File: config.mk
export PLATFORM = sky130hd
export DESIGN_NAME = disp_update_sched
export DESIGN_NICKNAME = d
export VERILOG_FILES = /design/src/rtl/disp_update_sched.sv
export SDC_FILE = /design/constraint.sdc
export NUM_CORES = 1
export LEC_CHECK = 0
export ABC_AREA = 1
export BUFFER_PORTS_ARGS = -buffer_cell sky130_fd_sc_hd__buf_2
export CELL_PAD_IN_SITES_DETAIL_PLACEMENT = 0
export CELL_PAD_IN_SITES_GLOBAL_PLACEMENT = 1
export CORE_ASPECT_RATIO = 1.5
export CORE_MARGIN = 4
export CORE_UTILIZATION = 36
export CTS_CLUSTER_DIAMETER = 60
export DETAILED_ROUTE_END_ITERATION = 8
export HOLD_SLACK_MARGIN = 0.08
export PLACE_DENSITY_LB_ADDON = 0.1
export SLEW_MARGIN = 20
export SYNTH_ARGS = -nofsm -noshare
export SYNTH_HDL_FRONTEND = slang
export SYNTH_SLANG_ARGS = --single-unit
File: constraint.sdc
create_clock -name clk_i -period 1.4 [get_ports clk_i]
set_input_delay 0.28 -clock clk_i [delete_from_list [all_inputs] [get_ports clk_i]]
set_output_delay 0.28 -clock clk_i [all_outputs]
set_load 0.02 [all_outputs]
File: src/rtl/disp_update_sched.sv
`timescale 1ns/1ps
// Round-robin scheduler feeding two requesters' 16-bit values to the display as hi/lo byte writes.
// Grant to ACK is 3 edges, CPU bus claims stall the write FSM, and a hold-off follows each update.
module disp_update_sched #(
  parameter logic [7:0]  ADDR_HI     = 8'hD0,
  parameter logic [7:0]  ADDR_LO     = 8'hD1,
  parameter logic [7:0]  IDLE_ADDR   = 8'hFF,
  parameter int unsigned HOLD_CYCLES = 16,
  parameter int unsigned CNT_W       = 8
) (
  input  logic        clk_i,
  input  logic        rst_ni,
  input  logic        req0_i,
  input  logic        req1_i,
  input  logic [15:0] data0_i,
  input  logic [15:0] data1_i,
  input  logic        cpu_bus_req_i,
  output logic        ack0_o,
  output logic        ack1_o,
  output logic [7:0]  bus_addr_o,
  output logic [7:0]  bus_data_o,
  output logic        bus_we_o,
  output logic        busy_o
);

  typedef enum logic [2:0] {
    S_IDLE,
    S_WR_HI,
    S_WR_LO,
    S_DONE,
    S_HOLD
  } state_e;

  state_e           state_q, state_d;
  logic [15:0]      value_q, value_d;
  logic             gnt_q, gnt_d;
  logic             last_q, last_d;
  logic [CNT_W-1:0] cnt_q, cnt_d;
  logic [7:0]       addr_q, addr_d;
  logic [7:0]       data_q, data_d;
  logic             we_q, we_d;
  logic             ack0_q, ack0_d;
  logic             ack1_q, ack1_d;
  logic             busy_q, busy_d;
  logic             gnt_sel;

  // On a tie the requester that did not win last time is chosen.
  assign gnt_sel = (req0_i && req1_i) ? ~last_q : req1_i;

  always_comb begin
    state_d = state_q;
    value_d = value_q;
    gnt_d   = gnt_q;
    last_d  = last_q;
    cnt_d   = cnt_q;
    addr_d  = IDLE_ADDR;
    data_d  = 8'h00;
    we_d    = 1'b0;
    ack0_d  = 1'b0;
    ack1_d  = 1'b0;
    case (state_q)
      S_IDLE: begin
        if (req0_i || req1_i) begin
          gnt_d   = gnt_sel;
          last_d  = gnt_sel;
          value_d = gnt_sel ? data1_i : data0_i;
          state_d = S_WR_HI;
        end
      end
      S_WR_HI: begin
        if (!cpu_bus_req_i) begin
          addr_d  = ADDR_HI;
          data_d  = value_q[15:8];
          we_d    = 1'b1;
          state_d = S_WR_LO;
        end
      end
      S_WR_LO: begin
        if (!cpu_bus_req_i) begin
          addr_d  = ADDR_LO;
          data_d  = value_q[7:0];
          we_d    = 1'b1;
          state_d = S_DONE;
        end
      end
      S_DONE: begin
        ack0_d  = ~gnt_q;
        ack1_d  = gnt_q;
        cnt_d   = CNT_W'(HOLD_CYCLES);
        state_d = S_HOLD;
      end
      S_HOLD: begin
        if (cnt_q == '0) begin
          state_d = S_IDLE;
        end else begin
          cnt_d = cnt_q - CNT_W'(1);
        end
      end
      default: state_d = S_IDLE;
    endcase
    busy_d = (state_d != S_IDLE);
  end

  always_ff @(posedge clk_i) begin
    if (!rst_ni) begin
      state_q <= S_IDLE;
      value_q <= 16'h0000;
      gnt_q   <= 1'b0;
      last_q  <= 1'b1;
      cnt_q   <= '0;
      addr_q  <= IDLE_ADDR;
      data_q  <= 8'h00;
      we_q    <= 1'b0;
      ack0_q  <= 1'b0;
      ack1_q  <= 1'b0;
      busy_q  <= 1'b0;
    end else begin
      state_q <= state_d;
      value_q <= value_d;
      gnt_q   <= gnt_d;
      last_q  <= last_d;
      cnt_q   <= cnt_d;
      addr_q  <= addr_d;
      data_q  <= data_d;
      we_q    <= we_d;
      ack0_q  <= ack0_d;
      ack1_q  <= ack1_d;
      busy_q  <= busy_d;
    end
  end

  assign ack0_o     = ack0_q;
  assign ack1_o     = ack1_q;
  assign bus_addr_o = addr_q;
  assign bus_data_o = data_q;
  assign bus_we_o   = we_q;
  assign busy_o     = busy_q;

endmodule

==> results by group <==
Clock network
  • Total CTS buffers: 5
  • CTS H-Tree Depth: 2
  • CTS Sinks: 43
  • CTS Root Cell: clkbuf_8
  • Clk slew on worst S/H paths: 0.08 ns
  • CTS Hold Buffers Added: 0
  • Clk_lat worst skew: 0.29 ns
  • Clock buffer depth: 2
  • CTS tree: built

Setup path
  • CP max-delay cell: dfxtp_1
  • CP Launch Type: flop
  • CP Cell Sequence: inv_1 > ha_1 > nand2_1 > nor2_4 > o21ai_4 > o21ai_0 > a21oi_1
  • Delay-heaviest family, CP: compound AO/OA/AOI/OAI gates
  • CP endpoint kind: flop
  • Crit-path max FO: 8
  • Largest stage delay on the critical path: 0.36 ns
  • Crit Path Class: reg2reg
  • CP Buf/Inv Count: 1
  • Worst EP required: 1.63 ns
  • Worst Path Arrival: 1.52 ns

Placement
  • Post-placement setup slack: 0.0304 ns
  • Hpwl dp: 3530 um
  • I/O Buffers: 53
  • RePlAce Congestion: 0.778

Synthesis
  • Seq/Total Area, Yosys: 0.462
  • Post-synthesis simple-gate area fraction: 0.213
  • Mean Syn Cell Area: 7.63 um2
  • Synth Area in Adders: 0.0134
  • FFs w/ async S/R, synth: 0
  • Top FF cell, synth: dfxtp_1
  • Register bit total from synthesis: 43
  • Mapped Area: 1860 um2
  • Synth Area in Compound Gates: 0.209
  • Post-synthesis mux area share: 0
  • Cells after Synth: 244
  • Largest family of logic cells by synthesized area: simple AND/OR/NAND/NOR gates
  • Post-synth EDFFs: 0
  • Synth Area in XOR/XNOR: 0.0141
  • Ys Warns: 0
  • Unique masters post-synth: 29

Finish
  • Net total in the final layout: 344
  • Commonest non-fill, non-tap cells in the layout: 53 x buf_2, 43 x dfxtp_1, 42 x nand2_1
  • Fill cell count: 549
  • Share of cells above drive strength 1: 0.289
  • # diodes: 0
  • Most common cell after layout, fill and taps aside: buf_2
  • Area Overhead vs Synth: 26.8%

GRT
  • Antenna violations before repair: 0
  • GR Util All Layers: 0.156
  • Vias in the first global route: 1663
  • Largest net degree at the start of global routing: 26
  • Remaining Overflow, GRT: 0
  • First-pass GRT wire length: 7460 um

Timing
  • RSZ-0062 raised after global routing: yes
  • Setup slack after layout: 0.110 ns
  • Peak Freq: 775 MHz
  • Hold Violations, Final: 0
  • Crit share post-route: 0.921
  • Worst Clk Skew: 0.00679 ns
  • Slew Limit Fails: 0
  • Fin crit period: 1.29 ns
  • Finish-stage setup viols: 0

Run
  • Max Cap Viol: 0

Detailed routing
  • Iter 0 DRT Violations: 76
  • Routed len/inst: 12.8 um
  • Final ANT Viol Nets: 0
  • Vias per inst: 4.64
  • First drt pass iteration count: 4
  • Total number of vias: 1721
  • Remaining DRCs: 0
  • Drt total wl: 4750 um

Die
  • Number of I/O pins: 57
  • Row count: 31
  • Full die area: 6410 um2
  • Core area: 4930 um2
  • Chip Height: 96.1 um
  • Starting density of the core: 0.378
  • Die X: 66.7 um

Outcome
  • Status: finished clean

Power and ir drop
  • P_leak: 1.10 nW
  • VDD IR max: 639 uV
  • Pwr Density: 1160 nW/um2
  • Total power draw: 2.74 mW

Worst hold path
  • Min-delay worst type: in2reg
==> metrics by stage <==
| stage | area [um2] | TNS (ns) | std cells | util | hold WS [ns] |
|---|---|---|---|---|---|
| finish | 2360 | 0 | 371 | 0.479 | 0.228 |
| global route | 2360 | -0.000847 | 371 | 0.479 | 0.224 |
| CTS | 2320 | 0 | 369 | 0.471 | 0.219 |
| detailed placement | 2230 | 0 | 362 | 0.453 | 0.418 |
| global placement | 2230 | 0 | 362 | 0.453 | 0.414 |
| floorplan | 1870 | 0 | 246 | - | 0.403 |
==> worst paths after layout <==
kind | startpoint | endpoint | slack, ns | cells past startpoint
setup reg to reg | cnt_q[1] | cnt_q[4] | 0.11 | 7
hold reg to reg | cnt_q[0] | cnt_q[0] | 0.43 | 1
setup / recovery | cnt_q[1] | cnt_q[4] | 0.11 | 7
hold / removal | data1_i[0] | value_q[0] | 0.23 | 3
==> metal layers <==
layer	wire length (um)	global-route usage	up-vias
li1	-	-	916
met1	2000	0.172	766
met2	2530	0.281	33
met3	144	0.0292	6
met4	74	0.0780	0
met5	0	0	-
==> layout make-up <==
| type | count | area (um2) | area share |
|---|---|---|---|
| clock buffers | 6 | 82.6 | 0.0350 |
| well taps | 66 | 82.6 | 0.0350 |
| flip-flops and latches | 43 | 861 | 0.365 |
| repair buffers | 66 | 388 | 0.164 |
| clock inverters | 1 | 5.00 | 0.00212 |
| multi-input cells | 168 | 863 | 0.366 |
| inverters | 21 | 78.8 | 0.0334 |
==> sequential cells by signal, indices dropped and copies added, names as in the netlist <==
signal and count:
cnt_q 8, bus_data_o 8, last_q 1, gnt_q 1, ack0_o 1, value_q 16, bus_addr_o 2, ack1_o 1
bus_we_o 1, busy_o 1, state_q 3
==> worst register-to-register path, stage by stage, from the launching register on <==
cell and delay [ns]:
dfxtp_1 0.36, inv_1 0.07, ha_1 0.17, nand2_1 0.10, nor2_4 0.07, o21ai_4 0.21, o21ai_0 0.12, a21oi_1 0.13
==> report_power, final <==
group	leakage, nW	switching (mW)	internal (mW)	total [mW]
Clock	0.0470	0.409	0.387	0.797
Combinational	0.705	0.326	0.232	0.558
Sequential	0.352	0.0604	1.33	1.39
==> what timing repair did <==
| item | in CTS | in global routing |
|---|---|---|
| buffers inserted | 0 | 2 |
| endpoints found under the hold margin | 0 | 0 |
| setup endpoints to repair | 0 | 20 |
| gates resized for setup | 0 | 4 |
==> cells in the mapped netlist, types with 4 or more instances <==
library cell	instances	area share
buf_2	4	0.011
dfxtp_1	43	0.46
o21ai_0	20	0.054
nand3_1	11	0.030
nor2_1	25	0.050
a22oi_1	7	0.028
buf_4	6	0.024
nand2_1	44	0.089
inv_1	18	0.036
a21oi_1	39	0.10
==> kinds of logic (layout without fill, tap and decap cells) <==
kind of cell	Yosys count	count (layout)
simple gates	90	90
other cells	1	3
xor+xnor	3	3
fa+ha+maj	2	2
flops	43	43
buf+inv	35	94
compound gates	70	70
No activity file was read; power rests on OpenSTA's default activity.
